==> src/rtl/regfile_wb_ctrl_pkg.sv <==
// Shared definitions for the register file and its clients: widths, the zero register, and the writeback entry.
package regfile_wb_ctrl_pkg;

    localparam int unsigned AW       = 5;
    localparam int unsigned DW       = 32;
    localparam int unsigned WB_DEPTH = 4;

    localparam logic [AW-1:0] REG_ZERO = AW'(0);

    typedef struct packed {
        logic [AW-1:0] wr;
        logic [DW-1:0] d;
    } wb_entry_t;

endpackage

==> src/rtl/regfile_wb_ctrl_if.sv <==
// Writeback request, register-file write port and forwarding lookup signals of the writeback controller.
interface regfile_wb_ctrl_if
    import regfile_wb_ctrl_pkg::*;
();

    logic          alu_valid;
    logic          alu_ready;
    logic [AW-1:0] alu_wr;
    logic [DW-1:0] alu_d;

    logic          mem_valid;
    logic          mem_ready;
    logic [AW-1:0] mem_wr;
    logic [DW-1:0] mem_d;

    logic [AW-1:0] Wr;
    logic [DW-1:0] D;
    logic          We;

    logic [AW-1:0] Ra;
    logic [AW-1:0] Rb;
    logic          fwd_hit_a;
    logic [DW-1:0] fwd_d_a;
    logic          fwd_hit_b;
    logic [DW-1:0] fwd_d_b;

    logic          busy;

    modport slave (
        input  alu_valid, alu_wr, alu_d,
        input  mem_valid, mem_wr, mem_d,
        input  Ra, Rb,
        output alu_ready, mem_ready,
        output Wr, D, We,
        output fwd_hit_a, fwd_d_a, fwd_hit_b, fwd_d_b,
        output busy
    );

    modport master (
        output alu_valid, alu_wr, alu_d,
        output mem_valid, mem_wr, mem_d,
        output Ra, Rb,
        input  alu_ready, mem_ready,
        input  Wr, D, We,
        input  fwd_hit_a, fwd_d_a, fwd_hit_b, fwd_d_b,
        input  busy
    );

endinterface

==> src/rtl/regfile_wb_ctrl_fwd_lookup.sv <==
// Forwarding lookup: finds the youngest valid pending write to a register.
// Entries arrive age-ordered, index 0 oldest, index DEPTH-1 youngest.
module wb_fwd_lookup
    import regfile_wb_ctrl_pkg::*;
#(
    parameter int unsigned DEPTH = WB_DEPTH
) (
    input  wb_entry_t [DEPTH-1:0] entries,
    input  logic      [DEPTH-1:0] valid,
    input  logic      [AW-1:0]    ra,
    output logic                  hit,
    output logic      [DW-1:0]    d
);

    // Scan youngest first; the first match wins. The zero register never forwards.
    always_comb begin
        hit = 1'b0;
        d   = '0;
        if (ra != REG_ZERO) begin
            for (int i = DEPTH - 1; i >= 0; i--) begin
                if (!hit && valid[i] && (entries[i].wr == ra)) begin
                    hit = 1'b1;
                    d   = entries[i].d;
                end
            end
        end
    end

endmodule

==> src/rtl/regfile_wb_ctrl.sv <==
// Register-file writeback controller: arbitrates ALU/load requests into an in-order buffer,
// drains one write per cycle, and forwards pending data to two readers.
module regfile_wb_ctrl
    import regfile_wb_ctrl_pkg::*;
#(
    parameter int unsigned DEPTH = WB_DEPTH
) (
    input  logic              Clk,
    input  logic              Rst,
    regfile_wb_ctrl_if.slave  bus
);

    localparam int unsigned PW = $clog2(DEPTH);
    localparam int unsigned CW = PW + 1;

    logic [CW-1:0] count_q;
    logic [PW-1:0] rd_ptr_q;
    logic [PW-1:0] wr_ptr_q;
    wb_entry_t     buf_q [DEPTH];

    logic      room;
    logic      accept_alu;
    logic      accept_mem;
    logic      enq;
    logic      deq;
    wb_entry_t enq_entry;

    wb_entry_t [DEPTH-1:0] age_entry;
    logic      [DEPTH-1:0] age_valid;

    // Readiness looks only at the registered count; a same-cycle pop never frees a slot.
    assign room          = (count_q < CW'(DEPTH));
    assign bus.alu_ready = ~Rst & room;
    assign bus.mem_ready = ~Rst & room & ~bus.alu_valid;

    assign accept_alu = bus.alu_valid & bus.alu_ready;
    assign accept_mem = bus.mem_valid & bus.mem_ready;

    always_comb begin
        enq_entry = '0;
        if (accept_alu) begin
            enq_entry.wr = bus.alu_wr;
            enq_entry.d  = bus.alu_d;
        end else if (accept_mem) begin
            enq_entry.wr = bus.mem_wr;
            enq_entry.d  = bus.mem_d;
        end
    end

    // Writes to the zero register complete the handshake but are dropped here.
    assign enq = (accept_alu | accept_mem) & (enq_entry.wr != REG_ZERO);

    // The register file always takes the head write, so the head pops whenever the buffer is non-empty.
    assign deq      = (count_q != '0) & ~Rst;
    assign bus.busy = (count_q != '0);
    assign bus.We   = deq;
    assign bus.Wr   = bus.busy ? buf_q[rd_ptr_q].wr : REG_ZERO;
    assign bus.D    = bus.busy ? buf_q[rd_ptr_q].d  : '0;

    always_ff @(posedge Clk) begin
        if (Rst) begin
            count_q  <= '0;
            rd_ptr_q <= '0;
            wr_ptr_q <= '0;
        end else begin
            if (enq) begin
                wr_ptr_q <= wr_ptr_q + PW'(1);
            end
            if (deq) begin
                rd_ptr_q <= rd_ptr_q + PW'(1);
            end
            case ({enq, deq})
                2'b10:   count_q <= count_q + CW'(1);
                2'b01:   count_q <= count_q - CW'(1);
                default: count_q <= count_q;
            endcase
        end
    end

    // Payload storage needs no reset; validity is carried by count and the pointers.
    always_ff @(posedge Clk) begin
        if (enq) begin
            buf_q[wr_ptr_q] <= enq_entry;
        end
    end

    // Present the buffer oldest-to-youngest so the lookup can prioritise by index.
    always_comb begin
        for (int i = 0; i < DEPTH; i++) begin
            age_entry[i] = buf_q[rd_ptr_q + PW'(i)];
            age_valid[i] = (CW'(i) < count_q);
        end
    end

    wb_fwd_lookup #(.DEPTH(DEPTH)) u_fwd_a (
        .entries (age_entry),
        .valid   (age_valid),
        .ra      (bus.Ra),
        .hit     (bus.fwd_hit_a),
        .d       (bus.fwd_d_a)
    );

    wb_fwd_lookup #(.DEPTH(DEPTH)) u_fwd_b (
        .entries (age_entry),
        .valid   (age_valid),
        .ra      (bus.Rb),
        .hit     (bus.fwd_hit_b),
        .d       (bus.fwd_d_b)
    );

endmodule
==> src/flat_wrapper.sv <==
// flat-port wrapper written by rule: the top's interface ports become plain ports
module regfile_wb_ctrl_flat import regfile_wb_ctrl_pkg::*;
#(
    parameter int unsigned DEPTH = WB_DEPTH
)
  (Clk, Rst, bus_alu_valid, bus_alu_wr, bus_alu_d, bus_mem_valid, bus_mem_wr, bus_mem_d, bus_Ra, bus_Rb, bus_alu_ready, bus_mem_ready, bus_Wr, bus_D, bus_We, bus_fwd_hit_a, bus_fwd_d_a, bus_fwd_hit_b, bus_fwd_d_b, bus_busy);
  regfile_wb_ctrl_if bus_i ();
  input  logic Clk;
  input  logic Rst;
  input wire logic [$bits(bus_i.alu_valid)-1:0] bus_alu_valid;
  input wire logic [$bits(bus_i.alu_wr)-1:0] bus_alu_wr;
  input wire logic [$bits(bus_i.alu_d)-1:0] bus_alu_d;
  input wire logic [$bits(bus_i.mem_valid)-1:0] bus_mem_valid;
  input wire logic [$bits(bus_i.mem_wr)-1:0] bus_mem_wr;
  input wire logic [$bits(bus_i.mem_d)-1:0] bus_mem_d;
  input wire logic [$bits(bus_i.Ra)-1:0] bus_Ra;
  input wire logic [$bits(bus_i.Rb)-1:0] bus_Rb;
  output wire logic [$bits(bus_i.alu_ready)-1:0] bus_alu_ready;
  output wire logic [$bits(bus_i.mem_ready)-1:0] bus_mem_ready;
  output wire logic [$bits(bus_i.Wr)-1:0] bus_Wr;
  output wire logic [$bits(bus_i.D)-1:0] bus_D;
  output wire logic [$bits(bus_i.We)-1:0] bus_We;
  output wire logic [$bits(bus_i.fwd_hit_a)-1:0] bus_fwd_hit_a;
  output wire logic [$bits(bus_i.fwd_d_a)-1:0] bus_fwd_d_a;
  output wire logic [$bits(bus_i.fwd_hit_b)-1:0] bus_fwd_hit_b;
  output wire logic [$bits(bus_i.fwd_d_b)-1:0] bus_fwd_d_b;
  output wire logic [$bits(bus_i.busy)-1:0] bus_busy;
  assign bus_i.alu_valid = bus_alu_valid;
  assign bus_i.alu_wr = bus_alu_wr;
  assign bus_i.alu_d = bus_alu_d;
  assign bus_i.mem_valid = bus_mem_valid;
  assign bus_i.mem_wr = bus_mem_wr;
  assign bus_i.mem_d = bus_mem_d;
  assign bus_i.Ra = bus_Ra;
  assign bus_i.Rb = bus_Rb;
  assign bus_alu_ready = bus_i.alu_ready;
  assign bus_mem_ready = bus_i.mem_ready;
  assign bus_Wr = bus_i.Wr;
  assign bus_D = bus_i.D;
  assign bus_We = bus_i.We;
  assign bus_fwd_hit_a = bus_i.fwd_hit_a;
  assign bus_fwd_d_a = bus_i.fwd_d_a;
  assign bus_fwd_hit_b = bus_i.fwd_hit_b;
  assign bus_fwd_d_b = bus_i.fwd_d_b;
  assign bus_busy = bus_i.busy;
  regfile_wb_ctrl #(.DEPTH(DEPTH)) u_core (.Clk(Clk), .Rst(Rst), .bus(bus_i));
endmodule
==> config.mk <==
export PLATFORM = sky130hd
export DESIGN_NAME = regfile_wb_ctrl_flat
export DESIGN_NICKNAME = d
export VERILOG_FILES = /design/src/rtl/regfile_wb_ctrl_pkg.sv /design/src/rtl/regfile_wb_ctrl_if.sv /design/src/rtl/regfile_wb_ctrl_fwd_lookup.sv /design/src/rtl/regfile_wb_ctrl.sv /design/src/flat_wrapper.sv
export SDC_FILE = /design/constraint.sdc
export NUM_CORES = 1
export LEC_CHECK = 0
export BUFFER_PORTS_ARGS = -buffer_cell sky130_fd_sc_hd__buf_2
export CAP_MARGIN = 5
export CORE_ASPECT_RATIO = 0.6
export CORE_UTILIZATION = 35
export DETAILED_ROUTE_END_ITERATION = 8
export GPL_TIMING_DRIVEN = 0
export PLACE_DENSITY_LB_ADDON = 0.08
export SLEW_MARGIN = 20
export SYNTH_ARGS = -nofsm -noshare
export SYNTH_HDL_FRONTEND = slang
export SYNTH_SLANG_ARGS = --single-unit
==> constraint.sdc <==
create_clock -name Clk -period 7.2 [get_ports Clk]
set_input_delay 1.44 -clock Clk [delete_from_list [all_inputs] [get_ports Clk]]
set_output_delay 1.44 -clock Clk [all_outputs]
set_load 0.005 [all_outputs]
* Word-level counts from Yosys, hierarchy flattened *
Memories as Yosys holds them, arrays and structs flattened. A register that Yosys moved wholly into a read port is not among the register bits.
Cells that the tools add are included.

storage, ports and cells
  flip-flop bits (word level) = 7
  latch bits = 0
  bits in writable memories = 148
  bits in read-only memories = 0
  bits of input ports = 88
  output and inout bits = 107
  memories kept = 1

memory list
  memory        words  width  read ports  clocked after memory_dff  write ports  line                   source
  u_core.buf_q  4      37     4           1                         1            regfile_wb_ctrl.sv:19  wb_entry_t buf_q [DEPTH];

operators by class
  add/sub/neg operators = 6
  multipliers = 0
  div/mod/pow operators = 0
  magnitude comparators = 5
  equality and inequality tests = 10
  shifts and indexed selects = 0
  muxes and demuxes = 35
  bitwise gates (word level) = 9
  reduce and logical (&&, ||, !) cells = 25

operators with widths
  kind                   count
  $mux W32               11
  $mux W37               2
  $eq A5 B5 Y1           8
  $mux W1                18
  $reduce_bool A5 Y1     3
  $logic_and A1 B1 Y1    14
  $and A1 B1 Y1          6
  $logic_not A1 Y1       6
  $lt A1 B3 Y1 const A   2
  $lt A2 B3 Y1 const A   2
  $pmux W3 S2            1
  $mux W5                1
  $add A2 B1 Y2 const B  2
  $add A2 B2 Y2 const B  2
  $mux W2                2
  $add A3 B1 Y3 const B  1
  $lt A3 B3 Y1 const B   1
  $reduce_bool A3 Y1     1
  $sub A3 B1 Y3 const B  1
  $eq A2 B1 Y1 const B   1
  $eq A2 B2 Y1 const B   1
  $not A1 Y1             2
  $reduce_bool A2 Y1     1
  $or A1 B1 Y1           1

* Depth between registers and ports, before layout *
An unclocked memory read counts as a cell.

  word-level depth = 21
  gate-level depth with buffers = 12
  mapped depth without buffers = 9

* Hierarchy *
From an unflattened synthesis, not the netlist that was laid out.

second synthesis, totals
  cells, all modules = 816
  area total of the unflattened synthesis = 11892.7 um^2

modules (own cells, without submodules)
  module           instances  cells each  area each (um^2)  sequential area each (um^2)
  regfile_wb_ctrl  1          492         9277.6            4624.4
  wb_fwd_lookup    2          162         1307.5            0.0

* Least setup slack after synthesis *
Ideal clock, no wire load.

  path kind = input -> register
  from = input port Rst
  to = memory u_core.buf_q[0][0] (netlist name), enable pin
  setup time = 0.436 ns
  data arrival time = 4.317 ns
  required time = 6.764 ns
  setup slack = 2.447 ns
  cell stages on the path = 8
  buffers on the path = 2
  path through = clkbuf_1 > nor2_1 > and2_1 > clkbuf_1 > a22o_1 > nor3_1 > nor3b_2 > nor2b_1

RTL lines
  item                line                   source
  start: declaration  flat_wrapper.sv:9      input logic Rst;
  end: declaration    regfile_wb_ctrl.sv:19

* Worst setup path after layout *
  from = input port bus_Rb[3]
  to = output port bus_fwd_d_b[5]

on the way
  word-level cells in the longest chain between the ends = 19
  elaborated cells on any way between the ends = 26

RTL lines
  item                              line                              source
  start: declaration                flat_wrapper.sv:17                input wire logic [$bits(bus_i.Rb)-1:0] bus_Rb;
  $eq A5 B5 Y1                      regfile_wb_ctrl_fwd_lookup.sv:21  if (!hit && valid[i] && (entries[i].wr == ra)) begin
  $logic_and A1 B1 Y1               regfile_wb_ctrl_fwd_lookup.sv:21
  $mux W1                           regfile_wb_ctrl_fwd_lookup.sv:21
  $mux W1                           regfile_wb_ctrl_fwd_lookup.sv:19  if (ra != REG_ZERO) begin
  $logic_not A1 Y1                  regfile_wb_ctrl_fwd_lookup.sv:21
  $logic_and A1 B1 Y1 (2 in a row)  regfile_wb_ctrl_fwd_lookup.sv:21
  $mux W1                           regfile_wb_ctrl_fwd_lookup.sv:21
  $mux W1                           regfile_wb_ctrl_fwd_lookup.sv:19
  $logic_not A1 Y1                  regfile_wb_ctrl_fwd_lookup.sv:21
  $logic_and A1 B1 Y1 (2 in a row)  regfile_wb_ctrl_fwd_lookup.sv:21
  $mux W1                           regfile_wb_ctrl_fwd_lookup.sv:21
  $mux W1                           regfile_wb_ctrl_fwd_lookup.sv:19
  $logic_not A1 Y1                  regfile_wb_ctrl_fwd_lookup.sv:21
  $logic_and A1 B1 Y1 (2 in a row)  regfile_wb_ctrl_fwd_lookup.sv:21
  $mux W32                          regfile_wb_ctrl_fwd_lookup.sv:21
  $mux W32 (*)                      regfile_wb_ctrl_fwd_lookup.sv:19
  end: declaration                  flat_wrapper.sv:26                output wire logic [$bits(bus_i.fwd_d_b)-1:0] bus_fwd_d_b;

Every way passes the cells marked *; elsewhere a longest branch is shown, timed or not. The select of a mux whose other input is x is not followed.

==> results.toml <==
[synth]
ys_ff_latch = 157
synth_async_sr_flop_share_pct = 0
seq_area_frac_synth_pct = 39.1
synth-edff-count = 148
synth_cell_types = 42
ys.flop_type = "edfxtp_1"
ys.warnings.count = 0
synth_fp_nets = 1145
synthCells = 1048
yosysTopAreaCellShare_pct = 37.6
syn_avg_cell_area_um2 = 11.3
syn-cell-area_mm2 = 0.0118
yosys-top-cells-area = "edfxtp_1 (38%), mux4_2 (15%), a22o_1 (7.3%)"
yosysTopAreaCell = "edfxtp_1"

[sta]
fin_crit_ns = 5.93
period_share_pct = 82.3
rsz0062_at_grt = "no"
tightest_slew_ns = 1.04
fin_hold_ws_ns = 0.567
fmax_mhz = 169
setup_viol = 0
hold_viol_final = 0
skew_ns = 0.0144
setup_ws_ns = 1.27
setup_tns_ns = 0
relSlewSlack_pct = 30.7
final_max_slew_viol_count = 0

[route]
drc = 0
vias = 10600
viasPerCell = 6.13
wl_per_cell_um = 26.7
drt_iter0_drc = 1178
first_pass_iters = 7
routed_wl_um = 45900
ant_nets = 0

[critical_path]
slowest_delay_ns = 0.86
r2r_cells = 10
r2r_setup_slack_ns = 3.54
cp_cell_sequence = "buf_1, xor2_1, nor3b_2, or3b_1, a211oi_2, buf_2, a22o_1, buf_2"
cp_common_cell = "buf_2"
timing.rr.end = "u_core.count_q[2]$_SDFFE_PP0P_"
critPathArrivalTime_ns = 4.49
regToRegStartpoint = "u_core.count_q[2]$_SDFFE_PP0P_"
cp_slowest_cell = "xor2_1"
crit_type = "in2out"
path_buf_inv = 3
worstPathMaxFanout = 10
setup.worst_path.end_class = "output pin"
start_kind = "input port"
worstPathRequired_ns = 5.76
crit_family = "XOR/XNOR gates"

[pwr]
swShare_pct = 45.3
comb_power_share_pct = 58.9
seq_power_share_pct = 24.5
clkPwrFrac_pct = 16.6
total_power_mw = 5.39
p_leak_nw = 5.14
peakVddDrop_mv = 0.226
powerDensity_mw_per_mm2 = 382
power.internal_mw = 2.95
p_sw_mw = 2.44

[worst_hold_path]
hp-start = "u_core.wr_ptr_q[1]$_SDFFE_PP0P_"
hold_depth = 2
min_to = "u_core.wr_ptr_q[1]$_SDFFE_PP0P_"
min_path_type = "reg2reg"

[clocking]
cts_root_buffer = "clkbuf_16"
postCtsHoldBufs = 0
htree_levels = 4
cts_tree = "done"
cts.clk_slew.worst_paths_ns = 0.06
insertion_delay_ns = 0.46
cts_buffers = 17
post_cts_buffers = 0
cts_resized = 0
clock_sinks = 157
clock_path_buffers = 2

[global_routing]
overflow = 0
grt_pass1_vias = 10100
grt_max_degree = 18
grt_usage_pct = 26.8
grt_pass1_wl_um = 67000
antenna_found_initial = 1

[placement]
dp_cells = 1690
gp_congestion = 0.875
pre_cts_ws_ns = 1.42
placed_area_mm2 = 0.0136
io_buffer_count = 184
dp_hpwl_um = 33800

[layout]
final_core_util_pct = 43.1
fin_cells = 1722
antenna-diode-count = 0
area_delta_synth_final_pct = 19.5
nets = 1356
final_cell_area_mm2 = 0.0141
drive_gt1_share_pct = 29.9

[floorplanning]
die_area_mm2 = 0.0345
die_y_um = 144
die_w_um = 239
ios = 195
core-area_mm2 = 0.0328
placementRows = 51
initial_core_util_pct = 36.0

[outcome]
status = "complete, no violations"

[job]
drv_cap = 0
## layout make-up
cell class	count	area [um^2]
sequential	157	4620
clock inverter	15	138
fill	3171	18700
multi-input combinational	771	6710
timing repair buffer	192	1130
tap	450	563
buffer	115	514
clock buffer	17	425
inverter	5	18.8
## cells in the final DEF (no fill, tap or decap), types with 3 or more instances in the layout
| cell | instances |
|---|---|
| a21o_1 | 4 |
| a221o_1 | 61 |
| nand2_1 | 71 |
| buf_16 | 7 |
| o21ai_1 | 3 |
| nor3_1 | 5 |
| nor2b_4 | 4 |
| ha_1 | 9 |
| or4_1 | 3 |
| clkbuf_16 | 17 |
| xor2_1 | 29 |
| nand4_1 | 4 |
| a22o_1 | 98 |
| nor3b_1 | 5 |
| clkinv_2 | 4 |
| mux4_2 | 80 |
| buf_2 | 203 |
| buf_4 | 5 |
| a211oi_1 | 36 |
| clkbuf_1 | 72 |
| buf_6 | 5 |
| nor2_1 | 107 |
| xnor2_1 | 18 |
| clkinv_4 | 4 |
| inv_1 | 5 |
| dfxtp_1 | 9 |
| inv_6 | 3 |
| buf_1 | 12 |
| edfxtp_1 | 148 |
| mux2i_1 | 44 |
| a21oi_1 | 67 |
| and2_1 | 39 |
| o21ai_0 | 33 |
| mux2_2 | 32 |
## power groups by stage
stage / registers, mW / logic (mW) / clock network [mW]
floorplan: 1.30 / 2.04 / 0
global placement: 1.36 / 3.05 / 0
detailed placement: 1.33 / 3.13 / 0
CTS: 1.32 / 3.15 / 0.908
global route: 1.34 / 3.39 / 0.938
finish: 1.32 / 3.17 / 0.893
## cell families (layout without fill, tap and decap cells)
kind of cell / after synthesis / count (layout) / synth area share [%]
compound gates: 305 / 305 / 19.7
simple gates: 254 / 254 / 10.2
flops: 157 / 157 / 39.1
mux: 156 / 156 / 22.0
buf+inv: 120 / 344 / 4.50
xor+xnor: 47 / 47 / 3.48
fa+ha+maj: 9 / 9 / 0.953
## routing by layer
metal | track usage (%) | vias to the layer above | part of all wire (%)
li1 | - | 4563 | -
met1 | 40.3 | 5336 | 46
met2 | 39.1 | 602 | 42
met3 | 4.91 | 59 | 9.6
met4 | 7.56 | 2 | 1.9
met5 | 0 | - | 0.024
## flip-flops by register name (all words and copies together) (netlist names), named ones only
name and count:
u_core.count_q 3, u_core.wr_ptr_q 2, u_core.rd_ptr_q 2, u_core.buf_q 148
## cell usage after synthesis (3+ instances only)
cell type	number
nand2_1	71
xnor2_1	18
edfxtp_1	148
a211oi_1	36
nor4_1	3
or4_1	3
o21ai_1	3
a21o_1	4
o21ai_0	33
buf_6	5
dfxtp_1	9
nor2_1	107
a221o_1	61
a21oi_1	67
a22o_1	98
nand4_1	4
buf_2	19
ha_1	9
buf_1	12
mux2i_1	44
mux4_2	80
nor2b_1	6
clkbuf_1	73
mux2_2	32
nor3b_1	5
inv_1	5
buf_4	5
and2_1	39
nor3_1	5
xor2_1	29
## how the worst max path moves through the flow
stage	start	to	cells after the start
after floorplan	Rst	u_core.buf_q[0][0]$_DFFE_PP_	8
after global placement	Rst	u_core.buf_q[3][7]$_DFFE_PP_	9
after detailed placement	bus_Rb[3]	bus_fwd_d_b[5]	8
after CTS	bus_Rb[3]	bus_fwd_d_b[5]	8
after global routing	bus_Rb[3]	bus_fwd_d_b[28]	8
final	bus_Rb[3]	bus_fwd_d_b[5]	8
## worst reg2reg max path, delay by kind of cell (launching register included)
kind                     cells  cell delay (ns)
AND/OR/NAND/NOR              5             1.60
buffers and inverters        2             0.68
AO/OA/AOI/OAI                2             0.51
adder cells (fa/ha/maj)      1             0.44
flip-flops                   1             0.38
Power figures use the tool's default switching activity.
